**config.mk**
```make
export PLATFORM = sky130hd
export DESIGN_NAME = jk_cmd_sequencer
export DESIGN_NICKNAME = d
export VERILOG_FILES = /design/src/rtl/jk_cmd_sequencer.sv
export SDC_FILE = /design/constraint.sdc
export NUM_CORES = 1
export LEC_CHECK = 0
export ABC_AREA = 0
export CORE_MARGIN = 2
export CORE_UTILIZATION = 40
export CTS_BUF_LIST = sky130_fd_sc_hd__clkbuf_16
export DETAILED_ROUTE_END_ITERATION = 12
export GPL_TIMING_DRIVEN = 0
export PLACE_DENSITY = 0.63
export SLEW_MARGIN = 20
export SYNTH_ARGS = -nofsm -noshare
export SYNTH_HDL_FRONTEND = slang
export SYNTH_SLANG_ARGS = --single-unit
```
**constraint.sdc**
```tcl
create_clock -name clk -period 4 [get_ports clk]
set_input_delay 0.6 -clock clk [delete_from_list [all_inputs] [get_ports clk]]
set_output_delay 0.6 -clock clk [all_outputs]
set_load 0.05 [all_outputs]
```
**src/rtl/jk_cmd_sequencer.sv**
```systemverilog
// Purpose: queues J-K flip-flop operations, drives J/K one op per clock, models Q and flags mismatches.
// Latency: a command accepted at edge t appears on J/K after edge t+1 (idle engine); queued commands follow with no bubble.
// Backpressure: cmd_ready = !full; a pop that frees a full FIFO raises cmd_ready on the next edge.
module jk_cmd_sequencer #(
    parameter int DEPTH = 4,
    parameter int CNT_W = 8
) (
    input  logic             clk,
    input  logic             reset,
    input  logic             cmd_valid,
    output logic             cmd_ready,
    input  logic [1:0]       cmd_op,
    input  logic [CNT_W-1:0] cmd_len,
    input  logic             err_clr,
    input  logic             q_in,
    output logic             J,
    output logic             K,
    output logic             exp_q,
    output logic             busy,
    output logic             mismatch,
    output logic [7:0]       err_count
);

    localparam int AW = (DEPTH > 1) ? $clog2(DEPTH) : 1;

    localparam logic S_IDLE  = 1'b0;
    localparam logic S_DRIVE = 1'b1;

    // Command storage
    logic [1:0]       op_mem  [DEPTH];
    logic [CNT_W-1:0] len_mem [DEPTH];

    logic [AW-1:0]    wr_ptr_q, wr_ptr_d;
    logic [AW-1:0]    rd_ptr_q, rd_ptr_d;
    logic [AW:0]      count_q,  count_d;

    logic             state_q,  state_d;
    logic [CNT_W-1:0] cnt_q,    cnt_d;
    logic             j_q,      j_d;
    logic             k_q,      k_d;

    logic             exp_q_q,    exp_q_d;
    logic             armed_q,    armed_d;
    logic             mismatch_q, mismatch_d;
    logic [7:0]       err_cnt_q,  err_cnt_d;

    logic             full;
    logic             empty;
    logic             push;
    logic             pop;
    logic             load;
    logic             mis_now;
    logic [1:0]       head_op;
    logic [CNT_W-1:0] head_len;

    assign full     = (count_q == (AW+1)'(DEPTH));
    assign empty    = (count_q == '0);
    assign push     = cmd_valid && !full;
    assign head_op  = op_mem[rd_ptr_q];
    assign head_len = len_mem[rd_ptr_q];

    // FIFO pointer and occupancy bookkeeping
    always_comb begin
        wr_ptr_d = wr_ptr_q;
        rd_ptr_d = rd_ptr_q;
        count_d  = count_q;
        if (push) begin
            wr_ptr_d = wr_ptr_q + AW'(1);
        end
        if (pop) begin
            rd_ptr_d = rd_ptr_q + AW'(1);
        end
        case ({push, pop})
            2'b10:   count_d = count_q + (AW+1)'(1);
            2'b01:   count_d = count_q - (AW+1)'(1);
            default: count_d = count_q;
        endcase
    end

    // Engine: pops a command when idle or when the current one finishes, so commands run back to back
    always_comb begin
        state_d = state_q;
        cnt_d   = cnt_q;
        j_d     = j_q;
        k_d     = k_q;
        load    = 1'b0;
        case (state_q)
            S_IDLE: begin
                j_d = 1'b0;
                k_d = 1'b0;
                if (!empty) begin
                    load = 1'b1;
                end
            end
            default: begin
                if (cnt_q != '0) begin
                    cnt_d = cnt_q - CNT_W'(1);
                end else if (!empty) begin
                    load = 1'b1;
                end else begin
                    j_d     = 1'b0;
                    k_d     = 1'b0;
                    state_d = S_IDLE;
                end
            end
        endcase
        if (load) begin
            j_d     = head_op[1];
            k_d     = head_op[0];
            // A zero length still occupies one cycle
            cnt_d   = (head_len == '0) ? '0 : head_len - CNT_W'(1);
            state_d = S_DRIVE;
        end
    end

    assign pop = load;

    // Reference model and checker: exp_q follows the J/K currently driven, errors are sticky
    always_comb begin
        exp_q_d    = exp_q_q;
        mismatch_d = mismatch_q;
        err_cnt_d  = err_cnt_q;
        mis_now    = armed_q && (q_in != exp_q_q);
        armed_d    = armed_q | load;
        case ({j_q, k_q})
            2'b01:   exp_q_d = 1'b0;
            2'b10:   exp_q_d = 1'b1;
            2'b11:   exp_q_d = ~exp_q_q;
            default: exp_q_d = exp_q_q;
        endcase
        if (err_clr) begin
            // A fresh mismatch in the clearing cycle is kept as the first new error
            mismatch_d = mis_now;
            err_cnt_d  = mis_now ? 8'd1 : 8'd0;
        end else if (mis_now) begin
            mismatch_d = 1'b1;
            if (err_cnt_q != 8'hFF) begin
                err_cnt_d = err_cnt_q + 8'd1;
            end
        end
    end

    // Control and checker state registers
    always_ff @(posedge clk or negedge reset) begin
        if (!reset) begin
            wr_ptr_q   <= '0;
            rd_ptr_q   <= '0;
            count_q    <= '0;
            state_q    <= S_IDLE;
            cnt_q      <= '0;
            j_q        <= 1'b0;
            k_q        <= 1'b0;
            exp_q_q    <= 1'b0;
            armed_q    <= 1'b0;
            mismatch_q <= 1'b0;
            err_cnt_q  <= 8'd0;
        end else begin
            wr_ptr_q   <= wr_ptr_d;
            rd_ptr_q   <= rd_ptr_d;
            count_q    <= count_d;
            state_q    <= state_d;
            cnt_q      <= cnt_d;
            j_q        <= j_d;
            k_q        <= k_d;
            exp_q_q    <= exp_q_d;
            armed_q    <= armed_d;
            mismatch_q <= mismatch_d;
            err_cnt_q  <= err_cnt_d;
        end
    end

    // Command storage write port
    always_ff @(posedge clk or negedge reset) begin
        if (!reset) begin
            for (int i = 0; i < DEPTH; i++) begin
                op_mem[i]  <= 2'b00;
                len_mem[i] <= '0;
            end
        end else if (push) begin
            op_mem[wr_ptr_q]  <= cmd_op;
            len_mem[wr_ptr_q] <= cmd_len;
        end
    end

    assign cmd_ready = !full;
    assign J         = j_q;
    assign K         = k_q;
    assign exp_q     = exp_q_q;
    assign busy      = !empty || (state_q == S_DRIVE);
    assign mismatch  = mismatch_q;
    assign err_count = err_cnt_q;

endmodule
```
== Word-level counts from Yosys, hierarchy flattened ==
Index checks and enable logic that the tools add are counted.
Storage, ports and cells
  bits in registers: 69
Cells by class
  equality and inequality tests: 10
  reduce and logical (&&, ||, !) cells: 18
  add/subtract/negate cells: 7
  mux-type cells: 35
  bitwise operators: 4
  magnitude comparators: 3
Operators with widths (count)
  $mux 8: 10
  $bwmux 32: 1
  $bmux 8 s2: 1
  $demux 8 s2: 1
  $sub 8x1->8 const B: 2
  $mux 1: 14
  $reduce_bool 2->1: 5
  $add 8x1->8 const B: 1
  $bwmux 8: 1
  $logic_not 8->1: 1
  $ne 8x8->1 const B: 1
  $reduce_bool 8->1: 1
  $eq 2x2->1 const B: 3
  $ge 3x3->1 const B: 2
  $mux 2: 3
  $not 2->3: 2
  $pmux 3 s2: 1
  $reduce_and 2->1: 3
  $add 2x1->2 const B: 2
  $bmux 2 s2: 1
  $demux 2 s2: 1
  $eq 2x1->1 const B: 2
  $add 3x1->3 const B: 1
  $eq 3x3->1 const B: 1
  13 further kinds: 16

== Longest topological paths before layout ==
Gate-level depths: netlist (run 1).
  depth in word-level cells: 7
  mapped depth: 12
  mapped depth without buffers: 12

== Worst setup path after synthesis (run 1) ==
OpenSTA, ideal clock, no wires.
  kind: reg-to-reg
  from: register cnt_q[0]
  to: register count_q[2]
  path buffers: 0
  data arrival time: 2.769 ns
  setup time: 0.079 ns
  cell stages (with the launch flop): 13
  setup slack: 1.152 ns
  required time: 3.921 ns
  cell sequence: dfrtp_1 > inv_1 > ha_1 > or4b_4 > o41ai_4 > nand2_2 > inv_1 > ha_1 > inv_1 > fa_1 > xor2_1 > nor2_1 > xor2_1
On the way
  longest elaborated chain between the ends: 5
  elaborated cells on any way between the ends: 7
Ends and longest elaborated chain
  start: declaration: RTL line 38  | logic [CNT_W-1:0] cnt_q, cnt_d;
  start signal: assignment: RTL line 162  | cnt_q <= cnt_d;
  $reduce_bool 8->1 (*): RTL line 96  | if (cnt_q != '0) begin
  $mux 1 (*): RTL line 96
  $mux 1 (*): RTL line 87  | case (state_q)
  named net load: RTL line 51  | logic load;
  $eq 2x1->1 / $eq 2x2->1 (equally long branches): RTL line 73  | case ({push, pop})
  $pmux 3 s2 / $reduce_bool 2->1 (equally long branches)
  end signal: assignment: RTL line 160  | count_q <= count_d;
  end: declaration: RTL line 35  | logic [AW:0] count_q, count_d;
Mark *: on every way through the listed nets, which the timed path passes. The rest lies on a longest branch.
A chain may end at the register's enable or synchronous reset.

== Worst setup path after layout (run 1) ==
Ends and elaborated chain as after synthesis.

==> results of run 1 <==
## placed cells by master (no fill, tap or decap), drive strengths merged, types with 3 or more instances in the layout
cell type,n
clkdlybuf4s50,26
nand3,5
nor2,15
buf,3
or3,4
mux2i,3
o21ai,11
a211oi,4
dfrtp,69
clkinv,3
nor3,4
inv,18
o221ai,3
nand2,20
a21oi,6
mux2,40
xnor2,11
xor2,5
ha,9
clkbuf,13
mux4,10
## worst reg2reg max path, stage by stage, from the launching register on
cell	delay [ps]
dfrtp_1	400
inv_1	70
ha_1	190
or4b_4	510
o41ai_4	440
nand2_2	230
inv_1	300
ha_1	250
inv_1	60
fa_1	370
xor2_1	150
nor2_1	110
xor2_1	140
## registers in the layout, indices dropped and copies added (netlist names)
signal     flops
len_mem       32
cnt_q          8
err_count      8
op_mem         8
count_q        3
rd_ptr_q       2
wr_ptr_q       2
J              1
K              1
armed_q        1
exp_q          1
mismatch       1
state_q        1
## through the flow
step / instance area, µm² / setup slack, ps
floorplan: 3433 / 1152
CTS: 4153 / 693.6
global placement: 3835 / -48.81
finish: 4153 / 721.6
detailed placement: 3860 / 696.1
global route: 4153 / 474.1
## worst max path at each step
stage,to,depth (start not counted),slack [ps],start
finish,count_q[2]$_DFFE_PN0P_,12,720,cnt_q[0]$_DFFE_PN0P_
global route,count_q[2]$_DFFE_PN0P_,12,470,cnt_q[0]$_DFFE_PN0P_
CTS,count_q[2]$_DFFE_PN0P_,12,690,cnt_q[0]$_DFFE_PN0P_
detailed placement,count_q[2]$_DFFE_PN0P_,12,700,cnt_q[0]$_DFFE_PN0P_
global placement,len_mem[1]$_DFFE_PN0P_,1,-50,reset
floorplan,count_q[2]$_DFFE_PN0P_,12,1150,cnt_q[0]$_DFFE_PN0P_
## kinds of logic after synthesis
logic type / Yosys count
simple gates: 63
xor+xnor: 16
compound gates: 38
buf+inv: 22
fa+ha+maj: 10
flops: 69
mux: 53
## power breakdown
part	internal [mW]	switching, mW	total [mW]
Clock	0.478	0.291	0.769
Combinational	0.724	0.715	1.44
Sequential	1.03	0.225	1.25
Total	2.23	1.23	3.46
## layout make-up
class	instances	share of cell area, %
Buffer	5	0.7231
Clock buffer	9	5.423
Clock inverter	7	1.627
Inverter	17	1.537
Multi-Input combinational cell	180	38.84
Sequential cell	69	41.58
Tap cell	105	3.164
Timing Repair Buffer	28	7.111
## metal layers
layer | wire length (µm) | vias up | share of wire, %
met2 | 3075 | 36 | 47
met1 | 3096 | 1162 | 48
met4 | 116 | 0 | 1.8
li1 | - | 1060 | -
met5 | 0 | - | 0
met3 | 228 | 8 | 3.5
==> impl_metrics.json, run 1 <==
{
  "finalSetupViolCount": 0,
  "crit_fanout": 7,
  "reg2reg_depth": 12,
  "grt_pass1_wl_mm": 11.25,
  "synthXorXnorAreaFrac_pct": 4.082,
  "grt_antenna_before_repair": 0,
  "dp_hpwl_mm": 4.636,
  "htree_levels": 3,
  "ir_drop_mv": 0.3194,
  "hold_ws_ps": 124.0,
  "tritoncts": "done",
  "cts_root_buffer": "clkbuf_16",
  "powerDensity_nw_per_um2": 833.0,
  "drc": 0,
  "final_nets": 335,
  "synth-seq-area-share_pct": 50.29,
  "synthDistinctLibCells": 48,
  "async_flop_share_pct": 100.0,
  "dr.pass1.iters": 4,
  "r2r_slack_ps": 720,
  "insertedDiodeCount": 0,
  "finalSetupTns_ps": 0,
  "crit_path_end_kind": "flip-flop",
  "multi_input_area_um2": 1613,
  "grt_pass1_vias": 2300,
  "fmax_mhz": 305.0,
  "grt_use_met3_pct": 3.251,
  "drtIter0Drc": 44,
  "grt_max_degree": 57,
  "top_usage_layer": "met2",
  "synthToLayoutAreaGrowth_pct": 20.95,
  "drv_slew": 0,
  "cts.clk_slew.worst_paths_ps": 50,
  "hold_viol": 0,
  "synthMuxAreaShare_pct": 21.21,
  "netlist.top_cell.by_area": "dfrtp_1",
  "postCtsResizedCells": 0,
  "met2_usage_pct": 24.36,
  "leakage_nw": 1.740,
  "ios": 29,
  "die_h_um": 96.65,
  "numClockSinks": 69,
  "clock_path_buffers": 2,
  "layout_min_cycle_time_ps": 3278,
  "antenna_left": 0,
  "cts_buffers": 9,
  "fin_crit_sh_pct": 81.96,
  "coreArea_um2": 8258,
  "yosys_register_bits": 69,
  "rsz0062_at_grt": "false",
  "worst-path-buf-inv": 3,
  "fin_cells": 420,
  "crit_chain": "inv_1 > ha_1 > or4b_4 > o41ai_4 > nand2_2 > inv_1 > ha_1 > inv_1 > fa_1 > xor2_1 > nor2_1 > xor2_1",
  "r2r_end": "count_q[2]$_DFFE_PN0P_",
  "dp.cells": 404,
  "die-area_um2": 9340,
  "path_delay_family": "simple AND/OR/NAND/NOR gates",
  "num_vias": 2266,
  "synth_edf_count": 0,
  "max_slew.worst_pin.slew_ps": 534.1,
  "clk_latency_ps": 330,
  "maxCapViolCount": 0,
  "yosysMostFrequentCell": "dfrtp_1",
  "synth_area_um2": 3433,
  "initial_core_util_pct": 41.58,
  "yosys_warnings": 0,
  "track_usage_pct": 15.09,
  "drt_wl_total_mm": 6.516,
  "drive_gt1_share_pct": 22.54,
  "ys.flop_type": "dfrtp_1",
  "timing_worst_setup_path_type": "reg -> reg",
  "nFillCells": 787,
  "drt-wirelength-per-cell_um": 15.51,
  "cts_hold_buf": 0,
  "io_buffers": 27,
  "synth.top_cells.by_count": "69 x dfrtp_1, 40 x mux2_2, 19 x nand2_1",
  "relSlewSlack_pct": 64.31,
  "regArea_um2": 1727,
  "status": "finished clean",
  "final_util_pct": 50.29,
  "min_path_type": "in -> async",
  "yosys.area.top_type_share_pct": 50.29,
  "synth_fa_ha_area_share_pct": 3.863,
  "crit_top_cell": "inv_1",
  "cts_setup_buffers": 0,
  "power.total_mw": 3.459,
  "synthSimpleGateAreaFrac_pct": 9.548,
  "grt_remaining_overflow": 0,
  "finClkSkew_ps": 6.900,
  "slowest_delay_ps": 510,
  "gp_congestion": 0.7854,
  "arrival_ps": 3530,
  "use_met1_pct": 19.56,
  "cp-start-kind": "flip-flop",
  "synth-compound-area-share_pct": 8.273,
  "synth_nets": 296,
  "num_rows": 33,
  "synthCells": 271,
  "synth_top_family_by_area": "multiplexers",
  "cp_slowest_cell": "or4b_4",
  "synth.avg_cell_area_um2": 12.67,
  "die_x_um": 96.65,
  "cp.required_ps": 4250,
  "viasPerCell": 5.395,
  "synth_area_leaders": "dfrtp_1 50%, mux2_2 13%, mux4_1 4.6%",
  "worstReg2RegStart": "cnt_q[0]$_DFFE_PN0P_"
}
Power figures use the tool's default switching activity.
==> run 2, diff against run 1 <==
==> constraint.sdc (replaced) <==
create_clock -name clk -period 3.3 [get_ports clk]
set_input_delay 0.495 -clock clk [delete_from_list [all_inputs] [get_ports clk]]
set_output_delay 0.495 -clock clk [all_outputs]
set_load 0.05 [all_outputs]
==> impl_metrics.json, run 2 (synthesized netlist as in run 1, its figures left out) <==
{
  "drive_gt1_share_pct": 23.82,
  "synthToLayoutAreaGrowth_pct": 22.08,
  "num_vias": 2277,
  "grt_max_degree": 57,
  "clock_path_buffers": 2,
  "relSlewSlack_pct": 64.14,
  "die_h_um": 96.65,
  "io_buffers": 27,
  "hold_viol": 0,
  "cp-start-kind": "flip-flop",
  "numClockSinks": 69,
  "antenna_left": 0,
  "num_rows": 33,
  "finalSetupViolCount": 0,
  "power.total_mw": 4.198,
  "min_path_type": "in -> async",
  "largest_reg_flops": 32,
  "tritoncts": "done",
  "drt_wl_total_mm": 6.559,
  "hold_ws_ps": 23.63,
  "viasPerCell": 5.370,
  "cts_buffers": 9,
  "leakage_nw": 1.757,
  "cts.clk_slew.worst_paths_ps": 50,
  "fin_cells": 424,
  "coreArea_um2": 8258,
  "ir_drop_mv": 0.3875,
  "reg2reg_depth": 13,
  "final.setup.worst_slack_ps": 218.4,
  "drt-wirelength-per-cell_um": 15.47,
  "grt_pass1_wl_mm": 11.26,
  "dp_hpwl_mm": 4.636,
  "power_frac_clock_pct": 22.1,
  "pwr-share-comb_pct": 41.8,
  "grt_remaining_overflow": 0,
  "p_switching_mw": 1.494,
  "insertedDiodeCount": 0,
  "swShare_pct": 35.58,
  "crit_path_end_kind": "flip-flop",
  "powerDensity_nw_per_um2": 1002,
  "r2r_slack_ps": 220,
  "grt_pass1_vias": 2300,
  "drv_slew": 0,
  "final_common_cell": "dfrtp_1",
  "die_x_um": 96.65,
  "clk_latency_ps": 330,
  "drc": 0,
  "finClkSkew_ps": 5.550,
  "cp-startpoint": "cnt_q[0]$_DFFE_PN0P_",
  "fin_crit_sh_pct": 93.38,
  "regMostFlops": "len_mem",
  "status": "finished clean",
  "nFillCells": 783,
  "cts_root_buffer": "clkbuf_16",
  "grt_antenna_before_repair": 0,
  "timing_worst_setup_path_type": "reg -> reg",
  "maxCapViolCount": 0,
  "pwr-share-seq_pct": 36.1,
  "dr.pass1.iters": 6,
  "rsz0062_at_grt": "false",
  "worstReg2RegStart": "cnt_q[0]$_DFFE_PN0P_",
  "p_int_mw": 2.704,
  "r2r_end": "count_q[2]$_DFFE_PN0P_",
  "ios": 29,
  "final_nets": 339,
  "layout_min_cycle_time_ps": 3082,
  "cp.required_ps": 3550,
  "mostFrequentLayoutCells": "69 x dfrtp_1, 40 x mux2_2, 26 x clkdlybuf4s50_1",
  "die-area_um2": 9340,
  "initial_core_util_pct": 41.58,
  "drtIter0Drc": 46,
  "crit_fanout": 7,
  "final_util_pct": 50.76,
  "gp_congestion": 0.7854,
  "fmax_mhz": 324.5,
  "max_slew.worst_pin.slew_ps": 536.6,
  "dpl_worst_slack_ps": -3.935,
  "critPathCapture": "count_q[2]$_DFFE_PN0P_",
  "htree_levels": 3,
  "dp.cells": 404,
  "track_usage_pct": 15.12,
  "arrival_ps": 3330
}
## run 2: cell count changes in the layout (fill, tap and decap cells not counted)
cell,change
buf_4,+4
inv_1,-1
nand2_4,+1
nand2_2,-1
clkinvlp_4,+1
## run 2: area by class of cell
class,count,area [µm²],area share [%]
Sequential cell,69,1727,41.19
Timing Repair Buffer,32,325.3,7.761
Clock buffer,9,225.2,5.373
Tap cell,105,131.4,3.134
Buffer,5,30.03,0.7164
Clock inverter,7,67.56,1.612
Multi-Input combinational cell,180,1618,38.60
Inverter,17,67.56,1.612
## run 2: power by group through the flow
stage | combinational, mW | sequential, mW | clock [mW]
after floorplan | 1.24 | 1.59 | 0
after global placement | 1.72 | 1.51 | 0
after detailed placement | 1.77 | 1.53 | 0
after CTS | 1.77 | 1.52 | 0.953
after global routing | 1.94 | 1.57 | 0.987
final | 1.75 | 1.52 | 0.929
## run 2: what timing repair did
item,4_1_cts,5_1_grt
endpoints found under the setup margin,1,1
hold buffers,0,0
buffers inserted,0,4
resized for setup,1,1
pin swaps,0,2
## run 2: critical path: stages (launching register included)
cell and delay [ps]:
dfrtp_1 400, inv_1 70, ha_1 190, or4b_4 510, o41ai_4 350, buf_4 190, nand2_4 90, clkinvlp_4 170
ha_1 200, inv_1 60, fa_1 370, xor2_1 150, nor2_1 100, xor2_1 140
## run 2: worst min path at each step
stage	start	end	slack (ps)
final	reset	err_count[4]$_DFFE_PN0P_	20
after detailed placement	reset	err_count[4]$_DFFE_PN0P_	370
after global placement	len_mem[0]$_DFFE_PN0P_	len_mem[0]$_DFFE_PN0P_	480
after floorplan	reset	J$_DFFE_PN0P_	200
after CTS	reset	err_count[4]$_DFFE_PN0P_	20
after global routing	reset	err_count[3]$_DFFE_PN0P_	30
## run 2: per-stage QoR
| step | cell area, µm² | setup TNS, ps |
|---|---|---|
| 2_1_floorplan | 3433 | 0 |
| 3_3_place_gp | 3835 | -43990 |
| 3_5_place_dp | 3860 | -3.935 |
| 4_1_cts | 4156 | 0 |
| 5_1_grt | 4192 | 0 |
| 6_report | 4192 | 0 |
## run 2: metal layers
layer | wire length (µm) | up-vias | GRT usage, % | share of wire (%)
met5 | 0 | - | 0 | 0
met3 | 233 | 8 | 3.251 | 3.6
met1 | 3117 | 1161 | 19.47 | 48
met4 | 96 | 0 | 6.826 | 1.5
li1 | - | 1070 | - | -
met2 | 3110 | 38 | 24.57 | 47
==> run 3, diff against run 2 <==
--- a/config.mk
+++ b/config.mk
@@ -6,6 +6,7 @@
 export NUM_CORES = 1
 export LEC_CHECK = 0
 export ABC_AREA = 0
+export CORE_ASPECT_RATIO = 1.1
 export CORE_MARGIN = 2
 export CORE_UTILIZATION = 40
 export CTS_BUF_LIST = sky130_fd_sc_hd__clkbuf_16
==> impl_metrics.json, run 3 (synthesized netlist as in run 1, its figures left out) <==
{
  "io_buffers": 27,
  "fmax_mhz": 319.5,
  "cts_buffers": 9,
  "max_slew.worst_pin.slew_ps": 552.1,
  "layout_min_cycle_time_ps": 3130,
  "cp_slowest_cell": "o41ai_4",
  "powerDensity_nw_per_um2": 1015,
  "synthToLayoutAreaGrowth_pct": 22.74,
  "dr.pass1.iters": 4,
  "cts_hold_buf": 0,
  "cts.clk_slew.worst_paths_ps": 60,
  "antenna_left": 0,
  "crit_fanout": 7,
  "die_x_um": 92.34,
  "drt_wl_total_mm": 6.799,
  "grt_max_degree": 58,
  "viasPerCell": 5.286,
  "r2r_slack_ps": 170,
  "track_usage_pct": 16.04,
  "cp.required_ps": 3550,
  "hold_viol": 0,
  "status": "finished clean",
  "dp.cells": 410,
  "initial_core_util_pct": 41.05,
  "path_delay_family": "simple AND/OR/NAND/NOR gates",
  "gp_congestion": 0.7764,
  "drtIter0Drc": 67,
  "grt_pass1_vias": 2273,
  "maxCapViolCount": 0,
  "leakage_nw": 1.758,
  "multi_input_area_um2": 1618,
  "clock_path_buffers": 2,
  "dp_hpwl_mm": 4.634,
  "timing_worst_setup_path_type": "reg -> reg",
  "drive_gt1_share_pct": 24.14,
  "reg2reg_depth": 12,
  "drv_slew": 0,
  "ios": 29,
  "fin_cells": 430,
  "htree_levels": 3,
  "min_path_type": "in -> async",
  "largest_reg_flops": 32,
  "final_nets": 339,
  "die_h_um": 101.2,
  "insertedDiodeCount": 0,
  "num_vias": 2273,
  "nFillCells": 746,
  "arrival_ps": 3380,
  "finClkSkew_ps": 6.701,
  "tritoncts": "done",
  "cts_root_buffer": "clkbuf_16",
  "regArea_um2": 1727,
  "clk_latency_ps": 330,
  "worst-path-buf-inv": 3,
  "r2r_end": "count_q[2]$_DFFE_PN0P_",
  "finalSetupViolCount": 0,
  "die-area_um2": 9341,
  "worstReg2RegStart": "cnt_q[0]$_DFFE_PN0P_",
  "finalSetupTns_ps": 0,
  "rsz0062_at_grt": "false",
  "coreArea_um2": 8364,
  "crit_path_end_kind": "flip-flop",
  "drt-wirelength-per-cell_um": 15.81,
  "regMostFlops": "len_mem",
  "relSlewSlack_pct": 62.91,
  "num_rows": 35,
  "crit_chain": "inv_1 > ha_1 > or4b_4 > o41ai_4 > nand2_4 > clkinvlp_4 > ha_1 > inv_1 > fa_1 > xor2_1 > nor2_1 > xor2_1",
  "grt_remaining_overflow": 0,
  "numClockSinks": 69,
  "grt_antenna_before_repair": 0,
  "fin_crit_sh_pct": 94.85,
  "grt_pass1_wl_mm": 11.52,
  "slowest_delay_ps": 530,
  "cp-start-kind": "flip-flop",
  "final_common_cell": "dfrtp_1",
  "ir_drop_mv": 0.5142,
  "drc": 0,
  "mostFrequentLayoutCells": "69 x dfrtp_1, 40 x mux2_2, 26 x clkdlybuf4s50_1"
}
==> run 3: changes by cell type in the layout (fill, tap and decap cells not counted), sizes merged <==
cell    change
clkinv      -2
inv         +2
==> run 3: where the power goes <==
group / switching, mW / internal [mW] / total, mW / leakage [nW]
sequential: 0.276 / 1.24 / 1.52 / 0.830
combinational: 0.883 / 0.884 / 1.77 / 0.784
clock: 0.397 / 0.597 / 0.993 / 0.145
total: 1.56 / 2.72 / 4.28 / 1.76
==> run 3: layout make-up <==
| type | instances | area share [%] |
|---|---|---|
| clock inverters | 7 | 1.960 |
| repair buffers | 32 | 7.720 |
| clock buffers | 9 | 5.344 |
| multi-input cells | 180 | 38.39 |
| inverters | 17 | 1.603 |
| plain buffers | 5 | 0.7126 |
| well taps | 111 | 3.296 |
| flip-flops and latches | 69 | 40.97 |
==> run 3: worst register-to-register path, delay by kind of cell (launching register included) <==
kind,cells,cell delay [ps]
simple gates,3,800
fa+ha+maj,3,740
compound gates,1,530
flops,1,410
xor+xnor,2,290
buf+inv,3,260
==> run 3: worst max-delay path by stage <==
stage	start	end	slack, ps	depth (start not counted)
3_3_place_gp	reset	len_mem[9]$_DFFE_PN0P_	-650	1
3_5_place_dp	cnt_q[0]$_DFFE_PN0P_	count_q[2]$_DFFE_PN0P_	-60	12
5_1_grt	cnt_q[0]$_DFFE_PN0P_	count_q[2]$_DFFE_PN0P_	30	12
2_1_floorplan	cnt_q[0]$_DFFE_PN0P_	count_q[2]$_DFFE_PN0P_	450	12
4_1_cts	cnt_q[0]$_DFFE_PN0P_	count_q[2]$_DFFE_PN0P_	20	12
6_report	cnt_q[0]$_DFFE_PN0P_	count_q[2]$_DFFE_PN0P_	170	12
==> run 3: layer usage <==
metal / share of wire [%] / wire length, µm / track usage (%)
met1: 46 / 3097 / 21.08
met2: 49 / 3361 / 25.72
met3: 3.0 / 205 / 2.976
met4: 2.0 / 135 / 8.037
met5: 0 / 0 / 0
==> run 3: stage by stage <==
| step | util [%] | hold slack [ps] | total power [mW] | setup WS [ps] | area [µm²] |
|---|---|---|---|---|---|
| detailed placement | 46.24 | 364.0 | 3.287 | -61.27 | 3867 |
| global placement | 45.94 | 479.7 | 3.219 | -648.6 | 3842 |
| global route | 50.38 | 26.14 | 4.582 | 27.80 | 4214 |
| finish | 50.38 | 16.31 | 4.278 | 170.0 | 4214 |
| CTS | 49.96 | 11.84 | 4.308 | 20.83 | 4179 |
| floorplan | - | 199.4 | 2.831 | 451.9 | 3433 |
==> run 3: timing repair <==
item                                    in CTS  in global routing
gates resized for setup                      1                  1
setup buffers                                0                  4
endpoints found under the hold margin        0                  0
pin swaps                                    0                  1
endpoints found under the setup margin       1                  1
